## src/rtl/ctrl_pkg.sv

```systemverilog
// ctrl_pkg: shared states, opcodes, ALU codes and control bundle for multi_ctrl_fsm.
// ILLEGAL_TRAP_EN adds the TRAP state.
package ctrl_pkg;

    localparam int OP_W       = 6;
    localparam int ALU_CTRL_W = 3;

    localparam logic [OP_W-1:0] OP_R    = 6'b000000;
    localparam logic [OP_W-1:0] OP_LW   = 6'b100011;
    localparam logic [OP_W-1:0] OP_SW   = 6'b101011;
    localparam logic [OP_W-1:0] OP_BEQ  = 6'b000100;
    localparam logic [OP_W-1:0] OP_ADDI = 6'b001000;
    localparam logic [OP_W-1:0] OP_J    = 6'b000010;

    localparam logic [OP_W-1:0] F_ADD = 6'b100000;
    localparam logic [OP_W-1:0] F_SUB = 6'b100010;
    localparam logic [OP_W-1:0] F_AND = 6'b100100;
    localparam logic [OP_W-1:0] F_OR  = 6'b100101;
    localparam logic [OP_W-1:0] F_SLT = 6'b101010;

    localparam logic [ALU_CTRL_W-1:0] ALU_ADD = 3'b010;
    localparam logic [ALU_CTRL_W-1:0] ALU_SUB = 3'b110;
    localparam logic [ALU_CTRL_W-1:0] ALU_AND = 3'b000;
    localparam logic [ALU_CTRL_W-1:0] ALU_OR  = 3'b001;
    localparam logic [ALU_CTRL_W-1:0] ALU_SLT = 3'b111;

    // AOP_NONE marks states where the ALU is idle; it decodes to 000.
    localparam logic [1:0] AOP_ADD  = 2'b00;
    localparam logic [1:0] AOP_SUB  = 2'b01;
    localparam logic [1:0] AOP_FN   = 2'b10;
    localparam logic [1:0] AOP_NONE = 2'b11;

    localparam logic [1:0] SRCB_RT   = 2'b00;
    localparam logic [1:0] SRCB_4    = 2'b01;
    localparam logic [1:0] SRCB_IMM  = 2'b10;
    localparam logic [1:0] SRCB_IMM2 = 2'b11;

    typedef enum logic [3:0] {
        FETCH,
        DECODE,
        MEMADR,
        MEMRD,
        MEMWB,
        MEMWR,
        RTYPE_EX,
        RTYPE_WB,
        BEQ_EX,
        ADDI_EX,
        ADDI_WB,
        JMP_EX
`ifdef ILLEGAL_TRAP_EN
        , TRAP
`endif
    } state_e;

    typedef struct packed {
        logic       mem_write;
        logic       i_or_d;
        logic       ireg_enab;
        logic       pc_write;
        logic       pc_src;
        logic       alu_srcA;
        logic [1:0] alu_srcB;
        logic [1:0] alu_op;
        logic       reg_dst;
        logic       mem_to_reg;
        logic       reg_write;
        logic       jmp;
        logic       branch;
    } ctrl_t;

    function automatic ctrl_t ctrl_of(state_e s);
        ctrl_t c;
        c        = '0;
        c.alu_op = AOP_NONE;
        unique case (s)
            FETCH: begin
                c.ireg_enab = 1'b1;
                c.alu_srcB  = SRCB_4;
                c.alu_op    = AOP_ADD;
                c.pc_write  = 1'b1;
            end
            DECODE: begin
                c.alu_srcB = SRCB_IMM2;
                c.alu_op   = AOP_ADD;
            end
            MEMADR, ADDI_EX: begin
                c.alu_srcA = 1'b1;
                c.alu_srcB = SRCB_IMM;
                c.alu_op   = AOP_ADD;
            end
            MEMRD: c.i_or_d = 1'b1;
            MEMWB: begin
                c.mem_to_reg = 1'b1;
                c.reg_write  = 1'b1;
            end
            MEMWR: begin
                c.i_or_d    = 1'b1;
                c.mem_write = 1'b1;
            end
            RTYPE_EX: begin
                c.alu_srcA = 1'b1;
                c.alu_srcB = SRCB_RT;
                c.alu_op   = AOP_FN;
            end
            RTYPE_WB: begin
                c.reg_dst   = 1'b1;
                c.reg_write = 1'b1;
            end
            BEQ_EX: begin
                c.alu_srcA = 1'b1;
                c.alu_srcB = SRCB_RT;
                c.alu_op   = AOP_SUB;
                c.pc_src   = 1'b1;
                c.branch   = 1'b1;
            end
            ADDI_WB: c.reg_write = 1'b1;
            JMP_EX: begin
                c.jmp      = 1'b1;
                c.pc_write = 1'b1;
            end
            default: ;
        endcase
        return c;
    endfunction

endpackage

```

## src/rtl/multi_ctrl_fsm_if.sv

```systemverilog
// multi_ctrl_fsm_if: clock/reset bundle for the control unit.
// rst is synchronous, active-low.
interface multi_ctrl_fsm_if;
    logic clk;
    logic rst;

    modport central (input clk, input rst);
    modport master  (output clk, output rst);
    modport slave   (input clk, input rst);
endinterface

```

## src/rtl/alu_decoder.sv

```systemverilog
// alu_decoder: maps (alu_op, funct) to the 3-bit ALU control code.
// alu_op 00 add, 01 sub, 10 funct, 11 idle (000).
module alu_decoder
    import ctrl_pkg::*;
(
    input  logic [1:0]            alu_op,
    input  logic [OP_W-1:0]       funct,
    output logic [ALU_CTRL_W-1:0] alu_ctrl_sig
);

    always_comb begin
        alu_ctrl_sig = ALU_AND;
        unique case (alu_op)
            AOP_ADD: alu_ctrl_sig = ALU_ADD;
            AOP_SUB: alu_ctrl_sig = ALU_SUB;
            AOP_FN: begin
                unique case (1'b1)
                    funct == F_SUB: alu_ctrl_sig = ALU_SUB;
                    funct == F_AND: alu_ctrl_sig = ALU_AND;
                    funct == F_OR:  alu_ctrl_sig = ALU_OR;
                    funct == F_SLT: alu_ctrl_sig = ALU_SLT;
                    default:        alu_ctrl_sig = ALU_ADD;
                endcase
            end
            default: alu_ctrl_sig = ALU_AND;
        endcase
    end

endmodule

```

## src/rtl/multi_ctrl_fsm.sv

```systemverilog
// multi_ctrl_fsm: Moore control FSM for the multicycle MIPS datapath.
// Define ILLEGAL_TRAP_EN to trap unknown opcodes with a sticky illegal flag.
module multi_ctrl_fsm
    import ctrl_pkg::*;
(
    multi_ctrl_fsm_if.central     ctrl_bus,
    input  logic [31:0]           inst,
    input  logic                  zero,
    output logic                  mem_write,
    output logic                  i_or_d,
    output logic                  ireg_enab,
    output logic                  pc_enab,
    output logic                  pc_src,
    output logic                  alu_srcA,
    output logic [1:0]            alu_srcB,
    output logic [ALU_CTRL_W-1:0] alu_ctrl_sig,
    output logic                  reg_dst,
    output logic                  mem_to_reg,
    output logic                  reg_write,
    output logic                  jmp,
    output logic                  illegal
);

    logic [OP_W-1:0]       op;
    logic [OP_W-1:0]       funct;
    state_e                state;
    state_e                nxt;
    ctrl_t                 c;
    ctrl_t                 nc;
    logic [ALU_CTRL_W-1:0] alu_q;
    logic [ALU_CTRL_W-1:0] alu_d;
    logic                  unused_bits;

    assign op          = inst[31:26];
    assign funct       = inst[5:0];
    assign unused_bits = ^{inst[25:6], c.alu_op};

    always_comb begin
        nxt = FETCH;
        unique case (state)
            FETCH: nxt = DECODE;
            DECODE: begin
                unique case (1'b1)
                    (op == OP_LW) || (op == OP_SW): nxt = MEMADR;
                    op == OP_R:    nxt = RTYPE_EX;
                    op == OP_BEQ:  nxt = BEQ_EX;
                    op == OP_ADDI: nxt = ADDI_EX;
                    op == OP_J:    nxt = JMP_EX;
`ifdef ILLEGAL_TRAP_EN
                    default:       nxt = TRAP;
`else
                    default:       nxt = FETCH;
`endif
                endcase
            end
            MEMADR:   nxt = (op == OP_LW) ? MEMRD : MEMWR;
            MEMRD:    nxt = MEMWB;
            RTYPE_EX: nxt = RTYPE_WB;
            ADDI_EX:  nxt = ADDI_WB;
`ifdef ILLEGAL_TRAP_EN
            TRAP:     nxt = TRAP;
`endif
            default:  nxt = FETCH;
        endcase
        nc = ctrl_of(nxt);
    end

    // Decode for the state being entered so the ALU code is registered too.
    alu_decoder u_alu_dec (
        .alu_op       (nc.alu_op),
        .funct        (funct),
        .alu_ctrl_sig (alu_d)
    );

`ifdef ILLEGAL_TRAP_EN
    logic ill_q;

    always_ff @(posedge ctrl_bus.clk) begin
        if (!ctrl_bus.rst) begin
            state <= FETCH;
            c     <= ctrl_of(FETCH);
            alu_q <= ALU_ADD;
            ill_q <= 1'b0;
        end else begin
            state <= nxt;
            c     <= nc;
            alu_q <= alu_d;
            ill_q <= ill_q | (nxt == TRAP);
        end
    end

    assign illegal = ill_q;
`else
    always_ff @(posedge ctrl_bus.clk) begin
        if (!ctrl_bus.rst) begin
            state <= FETCH;
            c     <= ctrl_of(FETCH);
            alu_q <= ALU_ADD;
        end else begin
            state <= nxt;
            c     <= nc;
            alu_q <= alu_d;
        end
    end

    assign illegal = 1'b0;
`endif

    assign mem_write    = c.mem_write;
    assign i_or_d       = c.i_or_d;
    assign ireg_enab    = c.ireg_enab;
    assign pc_enab      = c.pc_write | (c.branch & zero);
    assign pc_src       = c.pc_src;
    assign alu_srcA     = c.alu_srcA;
    assign alu_srcB     = c.alu_srcB;
    assign alu_ctrl_sig = alu_q;
    assign reg_dst      = c.reg_dst;
    assign mem_to_reg   = c.mem_to_reg;
    assign reg_write    = c.reg_write;
    assign jmp          = c.jmp;

endmodule

```

## src/flat_wrapper.sv

```systemverilog
// flat-port wrapper written by rule: the top's interface ports become plain ports
module multi_ctrl_fsm_flat import ctrl_pkg::*;
  (inst, zero, mem_write, i_or_d, ireg_enab, pc_enab, pc_src, alu_srcA, alu_srcB, alu_ctrl_sig, reg_dst, mem_to_reg, reg_write, jmp, illegal, ctrl_bus_clk, ctrl_bus_rst);
  multi_ctrl_fsm_if ctrl_bus_i ();
  input  logic [31:0] inst;
  input  logic zero;
  output logic mem_write;
  output logic i_or_d;
  output logic ireg_enab;
  output logic pc_enab;
  output logic pc_src;
  output logic alu_srcA;
  output logic [1:0] alu_srcB;
  output logic [ALU_CTRL_W-1:0] alu_ctrl_sig;
  output logic reg_dst;
  output logic mem_to_reg;
  output logic reg_write;
  output logic jmp;
  output logic illegal;
  input wire logic [$bits(ctrl_bus_i.clk)-1:0] ctrl_bus_clk;
  input wire logic [$bits(ctrl_bus_i.rst)-1:0] ctrl_bus_rst;
  assign ctrl_bus_i.clk = ctrl_bus_clk;
  assign ctrl_bus_i.rst = ctrl_bus_rst;
  multi_ctrl_fsm u_core (.ctrl_bus(ctrl_bus_i), .inst(inst), .zero(zero), .mem_write(mem_write), .i_or_d(i_or_d), .ireg_enab(ireg_enab), .pc_enab(pc_enab), .pc_src(pc_src), .alu_srcA(alu_srcA), .alu_srcB(alu_srcB), .alu_ctrl_sig(alu_ctrl_sig), .reg_dst(reg_dst), .mem_to_reg(mem_to_reg), .reg_write(reg_write), .jmp(jmp), .illegal(illegal));
endmodule
```

## config.mk

```make
export PLATFORM = sky130hd
export DESIGN_NAME = multi_ctrl_fsm_flat
export DESIGN_NICKNAME = d
export VERILOG_FILES = /design/src/rtl/ctrl_pkg.sv /design/src/rtl/multi_ctrl_fsm_if.sv /design/src/rtl/alu_decoder.sv /design/src/rtl/multi_ctrl_fsm.sv /design/src/flat_wrapper.sv
export SDC_FILE = /design/constraint.sdc
export NUM_CORES = 1
export LEC_CHECK = 0
export ABC_AREA = 0
export CAP_MARGIN = 10
export CORE_UTILIZATION = 63
export DETAILED_ROUTE_END_ITERATION = 7
export DONT_BUFFER_PORTS = 1
export GPL_TIMING_DRIVEN = 0
export PLACE_DENSITY = 0.85
export SYNTH_ARGS = -nofsm -noshare
export SYNTH_HDL_FRONTEND = slang
export SYNTH_SLANG_ARGS = --single-unit
```

## constraint.sdc

```tcl
create_clock -name ctrl_bus_clk -period 6.55 [get_ports ctrl_bus_clk]
set_clock_uncertainty 0.2 [all_clocks]
set_input_delay 1.31 -clock ctrl_bus_clk [delete_from_list [all_inputs] [get_ports ctrl_bus_clk]]
set_output_delay 1.31 -clock ctrl_bus_clk [all_outputs]
set_load 0.01 [all_outputs]
```

Word-level counts from Yosys, hierarchy flattened
Index checks and enable logic that the tools add are counted.
{ "word_totals": {"reg_bits": 19, "out_inout_bits": 16} }
{ "classes": {"n_eq_ne": 27, "muxes": 16, "bitwise_logic": 2, "reduce_logical": 10} }
{ "ops": {"columns": ["operator", "n"], "rows": [
  ["4-bit one-hot mux with 5 select lines", 2],
  ["6-bit == test, second input constant", 6],
  ["4-bit one-hot mux with 6 select lines", 1],
  ["4-bit by 3-bit == test with 1-bit output, second input constant", 5],
  ["4-bit == test, second input constant", 5],
  ["4-bit by 2-bit == test with 1-bit output, second input constant", 4],
  ["3-bit one-hot mux with 4 select lines", 1],
  ["1-bit 2-to-1 mux", 10],
  ["3-bit one-hot mux with 3 select lines", 1],
  ["4-bit by 1-bit == test with 1-bit output, second input constant", 2],
  ["4-bit logical NOT", 2],
  ["6-bit by 2-bit == test with 1-bit output, second input constant", 1],
  ["6-bit by 3-bit == test with 1-bit output, second input constant", 1],
  ["6-bit by 4-bit == test with 1-bit output, second input constant", 1],
  ["6-bit logical NOT", 1],
  ["2-bit OR reduction", 3],
  ["4-bit OR reduction", 1],
  ["3-bit 2-to-1 mux", 1],
  ["3-bit OR reduction", 1],
  ["2-bit by 1-bit == test with 1-bit output, second input constant", 1],
  ["2-bit == test, second input constant", 1],
  ["2-bit logical NOT", 1],
  ["1-bit AND", 1],
  ["1-bit logical OR", 1],
  ["1-bit bitwise OR", 1]
]} }

Logic depth before layout (Yosys ltp)
{ "logic_depth": {"depth_word": 9, "depth_mapped": 6, "ltp_nobuf": 5} }

By module
A second synthesis with hierarchy kept.
{ "unflattened": {"hier_cells": 105, "hier_area_um2": 950.9} }
{ "modules_own_cells": {"columns": ["mod", "n_inst", "cells_each", "area_per_inst_um2", "seq_area_each_um2"], "rows": [
  ["multi_ctrl_fsm", 1, 95, 860.8, 380.4],
  ["alu_decoder", 1, 10, 90.1, 0.0]
]} }

Worst setup path before layout
No wires, ideal clock.
{ "synth_timing": {"path_type": "input to register", "start": "in inst[26]", "end": "reg u_core.c[11] (netlist name)", "setup_ps": 95, "arrival_time_ps": 2914, "t_required_ps": 6255, "slack_ps": 3341, "stages": 5, "n_path_buf": 0, "path_cell_list": "or4_4 -> or4_4 -> a21o_4 -> a211o_1 -> o311ai_1"} }
{ "synth_via": {"elab_chain_len": 7} }
{ "synth_rtl": {"columns": ["item", "line", "text"], "rows": [
  ["start: declaration", "flat_wrapper.sv:5", "input logic [31:0] inst;"],
  ["6-bit == test (on tied branches)", "multi_ctrl_fsm.sv:44, multi_ctrl_fsm.sv:56", null],
  ["1-bit logical OR", "multi_ctrl_fsm.sv:44", "(op == OP_LW) || (op == OP_SW): nxt = MEMADR;"],
  ["4-bit one-hot mux with 5 select lines", "multi_ctrl_fsm.sv:43", "unique case (1'b1)"],
  ["4-bit one-hot mux with 6 select lines *", "multi_ctrl_fsm.sv:40", "unique case (state)"],
  ["4-bit == test / 4-bit logical NOT (equally long branches)", "ctrl_pkg.sv:76", "unique case (s)"],
  ["2-bit OR reduction (no line) *", null, null],
  ["1-bit 2-to-1 mux *", "ctrl_pkg.sv:76", null],
  ["end signal: assignment", "multi_ctrl_fsm.sv:97", "c <= ctrl_of(FETCH);"],
  ["end signal: assignment", "multi_ctrl_fsm.sv:101", "c <= nc;"],
  ["end: declaration", "multi_ctrl_fsm.sv:28", "ctrl_t c;"]
]} }
Every way passes the cells marked *; elsewhere a longest branch is shown, timed or not.
A chain may end at the register's enable or synchronous reset.

Final worst setup path
{ "layout_timing": {"start": "in zero", "end": "out pc_enab"} }
{ "layout_via": {"elab_chain_len": 2} }
{ "layout_rtl": {"columns": ["item", "line", "text"], "rows": [
  ["start: declaration", "flat_wrapper.sv:6", "input logic zero;"],
  ["1-bit AND", "multi_ctrl_fsm.sv:112", "assign pc_enab = c.pc_write | (c.branch & zero);"],
  ["1-bit bitwise OR", "multi_ctrl_fsm.sv:112", null],
  ["end: declaration", "flat_wrapper.sv:10", "output logic pc_enab;"]
]} }
Every way passes these cells.

==> impl_metrics.env <==
export IMPL_max_freq_ghz=0.335
export IMPL_status="finished clean"
export IMPL_cp_cell_sequence="a21o_1"
export IMPL_synth_xor_area_share_pct=2.01
export IMPL_io_buffer_count=0
export IMPL_reg2regPathDepth=5
export IMPL_synth_nets=135
export IMPL_r2r_setup_slack_ns=4.25
export IMPL_core_sq_mm=0.00130
export IMPL_finish_net_count=140
export IMPL_synth_top_area_share_pct=43.7
export IMPL_synth_adder_area_share_pct=0
export IMPL_p_leak_nw=0.365
export IMPL_grt_pass1_vias=691
export IMPL_grt_use_total_pct=28.3
export IMPL_ys_seq_area_share_pct=43.7
export IMPL_die_y_um=39.2
export IMPL_synth_top_family_by_area="simple AND/OR/NAND/NOR gates"
export IMPL_reg2reg_to="u_core.c[11]"
export IMPL_path_class="in2out"
export IMPL_async_flop_share_pct=0
export IMPL_dp_slack_ns=3.28
export IMPL_placedCellCount=115
export IMPL_critPathMaxFanout=1
export IMPL_synth_common_cells="dfxtp_1 (19), nor2_1 (10), a21oi_1 (8)"
export IMPL_htree_levels=1
export IMPL_vdd_ir_drop_max_mv=0.130
export IMPL_dr_pass1_iters=4
export IMPL_rsz0062_at_grt="no"
export IMPL_stdcell_area_sq_um=917
export IMPL_tns_ns=0
export IMPL_grt_pass1_wl_um=2860
export IMPL_vias=785
export IMPL_yosysMostFrequentCell="dfxtp_1"
export IMPL_dieArea_sq_mm=0.00154
export IMPL_clockRootBuffer="clkbuf_4"
export IMPL_synth_area_sq_um=871
export IMPL_ios=51
export IMPL_syn_inst=100
export IMPL_cts_resized_gates=0
export IMPL_rows=13
export IMPL_layout_setup_ws_ns=3.56
export IMPL_synth_simple_area_share_pct=27.7
export IMPL_finalNonFillerCells=119
export IMPL_largest_reg_flops=4
export IMPL_synth_warnings=0
export IMPL_hold_end="u_core.reg_dst"
export IMPL_crit_path_top_delay_cell="a21o_1"
export IMPL_viasPerCell=6.60
export IMPL_routedWlPerCell_um=15.1
export IMPL_synth_compound_area_share_pct=21.8
export IMPL_area_growth_pct=5.32
export IMPL_syn_avg_cell_area_sq_um=8.71
export IMPL_die_width_um=39.2
export IMPL_grt_overflow=0
export IMPL_grt_max_degree=12
export IMPL_drive_gt1_share_pct=12.5
export IMPL_finalCritPeriodShare_pct=45.6
export IMPL_cts_setup_buffers=0
export IMPL_cts_hold_buf=0
export IMPL_place_area_sq_um=890
export IMPL_gp_congestion=0.932
export IMPL_antenna_found_initial=0
export IMPL_yosysUniqueCellTypes=34
export IMPL_synth_area_top_cells="dfxtp_1 (44%), a21oi_1 (4.6%), nor2_1 (4.3%), nand4_1 (3.6%), nand3_1 (3.4%)"
export IMPL_cp_required_ns=5.04
export IMPL_max_slew_margin_pct=50.3
export IMPL_critPathMaxStageDelay_ns=0.17
export IMPL_cp_startpoint="zero"
export IMPL_synth_mux_area_share_pct=0
export IMPL_drc=0
export IMPL_min_from="u_core.state[2]"
export IMPL_drtAntennaViolNets=0
export IMPL_synth_flop_cell="dfxtp_1"
export IMPL_synth_area_leader_cell="dfxtp_1"
export IMPL_worst_pin_slew_ns=0.746
export IMPL_hold_path_class="reg2reg"
export IMPL_cts_path_max_buffers=2
export IMPL_hold_viol=0
export IMPL_numCtsBuffers=3
export IMPL_max_cap_viol_count=0
export IMPL_initial_core_util_pct=66.9
export IMPL_ys_ff_latch=19
export IMPL_worstSetupStartpointType="primary input"
export IMPL_regMostFlops="u_core.state"
export IMPL_final_max_slew_viol_count=0
export IMPL_worstPathArrival_ns=1.48
export IMPL_place_detailed_hpwl_um=1340
export IMPL_min_delay_path_depth=1
export IMPL_cp_top_family="compound AO/OA/AOI/OAI gates"
export IMPL_clk_latency_ns=0.30
export IMPL_cts_tree="done"
export IMPL_wl_um=1790
export IMPL_synth_edf_count=0
export IMPL_power_density_mw_per_mm2=219
export IMPL_crit_path_end_kind="primary output"
export IMPL_rr_startpoint="u_core.state[0]"
export IMPL_finalPower_w=0.000201
export IMPL_min_period_ns=2.99
export IMPL_setup_violations_final=0
export IMPL_clk_pin_slew_ns=0.11
export IMPL_first_iter_violations=39
export IMPL_cts_sinks=19
export IMPL_diodes=0
export IMPL_critPathBufInv=0
==> worst max-delay path by stage <==
stage                              end  slack (ns)  cells past startpoint
final                          pc_enab        3.56                      1
after global routing           pc_enab        3.55                      1
after CTS                      pc_enab        3.56                      1
after detailed placement  u_core.c[11]        3.28                      5
after global placement    u_core.c[11]        3.29                      5
after floorplan           u_core.c[11]        3.34                      5
==> layer usage <==
metal / wire length [um] / vias up / GRT usage (%)
li1: - / 374 / -
met1: 754 / 356 / 34.6
met2: 863 / 48 / 45.4
met3: 117 / 7 / 5.20
met4: 56 / 0 / 16.4
met5: 0 / - / 0
==> power by group <==
group,switching (W),total (W),leakage (nW),internal (W)
logic,0.0000120,0.0000205,0.193,0.00000858
clock network,0.0000365,0.0000593,0.0177,0.0000228
registers,0.00000231,0.000121,0.155,0.000118
==> stage by stage <==
| step | util [%] | hold WS, ns |
|---|---|---|
| after global routing | 70.5 | 0.404 |
| after CTS | 70.5 | 0.371 |
| after global placement | 68.4 | 0.347 |
| after detailed placement | 68.4 | 0.355 |
| final | 70.5 | 0.366 |
| after floorplan | - | 0.298 |
==> cells in the final DEF, fill, tap and decap left out, types with 3 or more instances in the layout <==
cell / count
dfxtp_1: 19
nand3_1: 6
o21ai_0: 3
buf_4: 3
nor3b_1: 4
nand2_1: 7
and3_1: 3
nand4_1: 5
a21oi_1: 8
nor2_1: 10
inv_1: 3
clkbuf_4: 3
==> area by class of cell <==
type / instances / area, sq um
clock inverters: 1 / 5.00
plain buffers: 4 / 26.3
multi-input cells: 74 / 453
inverters: 3 / 11.3
flip-flops and latches: 19 / 380
fillers: 109 / 384
well taps: 15 / 18.8
clock buffers: 3 / 22.5
==> cell families after synthesis <==
logic type      after synthesis
simple gates                 44
compound gates               27
flops                        19
buf+inv                       7
xor+xnor                      2
other cells                   1
Power figures use the tool's default switching activity.
==> edit 1, RTL diff (same settings) <==
Set the package constant `ALU_CTRL_W` to 4 (it was 3).
--- a/src/rtl/ctrl_pkg.sv
+++ b/src/rtl/ctrl_pkg.sv
@@ -3,7 +3,7 @@
 package ctrl_pkg;
 
     localparam int OP_W       = 6;
-    localparam int ALU_CTRL_W = 3;
+    localparam int ALU_CTRL_W = 4;
 
     localparam logic [OP_W-1:0] OP_R    = 6'b000000;
     localparam logic [OP_W-1:0] OP_LW   = 6'b100011;
Interface: changed (resized alu_ctrl_sig); port bits go from 51 to 52. No check against the original RTL was run, so the function may have changed too.
==> edit 1 against the original RTL <==
Power down 1.6%; routed wire length grew 1.5%; fmax shrank 0.20%; synthesized area up 4.0%; cell area up 4.2%; worst setup slack got worse by 6.0 ps; sequential cell count unchanged; non-clock buffer count is 2 higher.
==> edit 1: results (changes against the original RTL) <==
| Metric | Value |
|---|---|
| Status | `finished clean (unchanged)` |
| Power share of the combinational group | `10.5% (was 10.2%)` |
| Dpl ws | `3554 ps (was 3278 ps)` |
| Number of global-route vias before repair | `694 (was 691)` |
| Nets | `147 (was 140)` |
| Seq/Total Area, Yosys | `41.99% (was 43.68%)` |
| Reg2reg setup slack | `4610 ps (was 4250 ps)` |
| Area contributors post-synth | `dfxtp_1 42%, nor2_1 5.4%, nand2_1 4.1% (was dfxtp_1 44%, a21oi_1 4.6%, nor2_1 4.3%)` |
| Placed Instances | `122 (was 115)` |
| Non-Filler Instances | `126 (was 119)` |
| Worst-margin pin slew | `581.2 ps (was 745.6 ps)` |
| Routability-driven placement congestion ratio | `0.8055 (was 0.9316)` |
| Area of placed instances | `928.4 sq um (was 889.6 sq um)` |
| HPWL after DPL | `1.397 mm (was 1.340 mm)` |
| XOR/XNOR Fraction of Synth Area | `1.934% (was 2.011%)` |
| Synth Area in Compound Gates | `20.86% (was 21.84%)` |
| Met2 wire length | `936 microns (was 863 microns)` |
| WL met3 | `163 microns (was 117 microns)` |
| First-pass GRT wire length | `2.677 mm (was 2.863 mm)` |
| Synth cell count leaders | `19 x dfxtp_1, 13 x nor2_1, 10 x nand2_1 (was 19 x dfxtp_1, 10 x nor2_1, 8 x a21oi_1)` |
| Worst R2R Path Depth | `6 (was 5)` |
| Met1 WL | `666 microns (was 754 microns)` |
| Hold Path Sink | `u_core.alu_srcB[1] (was u_core.reg_dst)` |
| Unique masters post-synth | `38 (was 34)` |
| Fin Hold WS | `605.2 ps (was 366.2 ps)` |
| Layout fillers | `108 (was 109)` |
| Hold_sp | `u_core.state[1] (was u_core.state[2])` |
| Routed WL per cell | `14.42 microns (was 15.05 microns)` |
## edit 1: cell count changes in the layout (fill, tap and decap cells not counted), sizes merged, moves of 3 or more
cell | unedited run | this run
nor3b | 4 | 1
nand2 | 7 | 10
nand2b | 0 | 4
nor2 | 10 | 13
nand4 | 5 | 1
nor3 | 2 | 6
## edit 1: layout make-up
type / count / area (sq um) / area share, %
plain buffers: 6 / 38.79 / 4.058
clock buffers: 3 / 22.52 / 2.356
clock inverters: 1 / 5.005 / 0.5236
inverters: 3 / 11.26 / 1.178
multi-input cells: 79 / 479.2 / 50.13
flip-flops and latches: 19 / 380.4 / 39.79
well taps: 15 / 18.77 / 1.963
## edit 1: logic make-up (layout without fill, tap and decap cells)
group / count (synthesis) / count (layout)
DFF: 19 / 19
xor gates and xnor gates: 2 / 2
other: 1 / 2
and+or+nand+nor: 51 / 51
buffers and inverters: 9 / 13
AOI/OAI and AO/OA: 24 / 24
==> edit 2, RTL diff (same settings) <==
Without the edit above. Encoding of `state_e`: now one-hot (12 bits for 12 states).
--- a/src/rtl/ctrl_pkg.sv
+++ b/src/rtl/ctrl_pkg.sv
@@ -35,19 +35,19 @@
     localparam logic [1:0] SRCB_IMM  = 2'b10;
     localparam logic [1:0] SRCB_IMM2 = 2'b11;
 
-    typedef enum logic [3:0] {
-        FETCH,
-        DECODE,
-        MEMADR,
-        MEMRD,
-        MEMWB,
-        MEMWR,
-        RTYPE_EX,
-        RTYPE_WB,
-        BEQ_EX,
-        ADDI_EX,
-        ADDI_WB,
-        JMP_EX
+    typedef enum logic [11:0] {
+        FETCH    = 12'b000000000001,
+        DECODE   = 12'b000000000010,
+        MEMADR   = 12'b000000000100,
+        MEMRD    = 12'b000000001000,
+        MEMWB    = 12'b000000010000,
+        MEMWR    = 12'b000000100000,
+        RTYPE_EX = 12'b000001000000,
+        RTYPE_WB = 12'b000010000000,
+        BEQ_EX   = 12'b000100000000,
+        ADDI_EX  = 12'b001000000000,
+        ADDI_WB  = 12'b010000000000,
+        JMP_EX   = 12'b100000000000
 `ifdef ILLEGAL_TRAP_EN
         , TRAP
 `endif
Function: same outputs for any inputs over 10 cycles, from zero or initial values and one cycle with ctrl_bus_rst low; not proved beyond that.
==> edit 2 against the original RTL <==
Cell area rose by 35%; worst setup slack got worse by 1.5 ps; sequential power rose by 43%; first-iteration DRC count fell by 54%; power rose by 37%; worst hold slack got worse by 6.3 ps; synthesized area rose by 35%; count of clock-buffer cells in the layout rose by 1; register-to-register slack improved by 190 ps; sequential cell count rose by 8; routed wire length rose by 8.1%.
==> edit 2: results (changes against the original RTL) <==
| Metric | Value |
|---|---|
| Longest Clk Path Bufs | `2 (unchanged)` |
| Area of placed instances | `1209 sq um (was 889.6 sq um)` |
| Post-synthesis adder-cell area fraction | `0.8502% (was 0%)` |
| Final Core Density | `70.75% (was 70.48%)` |
| Worst skew pair latency | `310 ps` |
| First-pass GRT wire length | `3.056 mm (was 2.863 mm)` |
| Number of global-route vias before repair | `763 (was 691)` |
| Layout cells sized above 1 | `17.74% (was 12.50%)` |
| Critical-path top delay cell | `a21o_1 (unchanged)` |
| Met2 Usage GRT | `33.33% (was 45.42%)` |
| N_diodes | `0 (unchanged)` |
| # resized after CTS | `0 (unchanged)` |
| Synth cell count leaders | `27 x dfxtp_1, 13 x nor2_1, 7 x nor3b_1 (was 19 x dfxtp_1, 10 x nor2_1, 8 x a21oi_1)` |
| Ys flop type | `dfxtp_1 (unchanged)` |
| Synthesized Nets | `155 (was 135)` |
| Avg Cell Area, Syn | `9.811 sq um (was 8.708 sq um)` |
| Seq/Total Area, Yosys | `45.91% (was 43.68%)` |
| Worst min path class | `reg2reg (unchanged)` |
| Clock-pin slew on the worst setup and hold paths | `130 ps (was 110 ps)` |
| WL met3 | `60 microns (was 117 microns)` |
| P_leak | `0.0004648 uW (was 0.0003649 uW)` |
| 1st-iter DRT viols | `18 (was 39)` |
| Met1 usage | `26.67% (was 34.62%)` |
| Area contributors post-synth | `dfxtp_1 46%, nor3b_1 4.5%, nor2_1 4.1% (was dfxtp_1 44%, a21oi_1 4.6%, nor2_1 4.3%)` |
| Hold_sp | `u_core.state[3] (was u_core.state[2])` |
| Peak VDD IR | `0.1695 mV (was 0.1300 mV)` |
| HPWL after DPL | `1.437 mm (was 1.340 mm)` |
| CP Max Fanout | `1 (unchanged)` |
| Setup repair bufs after CTS | `0 (unchanged)` |
| Async SR Flop Fraction | `0% (unchanged)` |
| Met1 WL | `966 microns (was 754 microns)` |
| Reg2reg start | `u_core.state[3] (was u_core.state[0])` |
| Dpl ws | `3562 ps (was 3278 ps)` |
| Largest net degree at the start of global routing | `15 (was 12)` |
| H-tree depth | `1 (unchanged)` |
| Gr usage total | `21.17% (was 28.26%)` |
| Routed WL per cell | `12.99 microns (was 15.05 microns)` |
| Critical path launch point | `zero (unchanged)` |
| Routability-driven placement congestion ratio | `0.8077 (was 0.9316)` |
| Biggest register | `u_core.state (unchanged)` |
| Met2 wire length | `861 microns (was 863 microns)` |
| Layout fillers | `149 (was 109)` |
| Family with the most delay on the worst path | `compound AO/OA/AOI/OAI gates (unchanged)` |
| Status | `finished clean (unchanged)` |
| CP peak stage delay | `170 ps (about the same)` |
| Largest register FFs | `12 (was 4)` |
| Synth Area in Compound Gates | `12.11% (was 21.84%)` |
| Unique masters post-synth | `45 (was 34)` |
| DR vias | `841 (was 785)` |
| XOR/XNOR Fraction of Synth Area | `1.488% (was 2.011%)` |
| Non-Filler Instances | `149 (was 119)` |
| GR met3 Demand/Resource | `4.000% (was 5.202%)` |
## edit 2: changes by cell type in the layout (fill, tap and decap cells not counted), sizes merged, moves of 4 or more
cell | before | now
nand2 | 7 | 3
nand4 | 5 | 0
a21oi | 8 | 2
buf | 3 | 7
nor3 | 2 | 6
or3 | 0 | 4
dfxtp | 19 | 27
## edit 2: final timing paths
check	end	slack, ps	cells past startpoint
worst max-delay path	pc_enab	3560	1
worst min register to register	u_core.state[10]	360	2
worst max register to register	u_core.c[11]	4440	6
worst min-delay path	u_core.state[10]	360	2
## edit 2: area by class of cell
type	instances	area share, %
buffer	9	4.559
clock buffer	4	2.128
inverter	2	0.6079
multi-input combinational	82	46.40
sequential	27	43.77
tap	25	2.533
## edit 2: report_power, final
part / internal, uW / leakage [uW] / total (uW) / switching [uW]
clock: 23.8 / 0.0000150 / 67.1 / 43.3
sequential: 170 / 0.000219 / 173 / 3.39
combinational: 16.0 / 0.000231 / 35.4 / 19.4
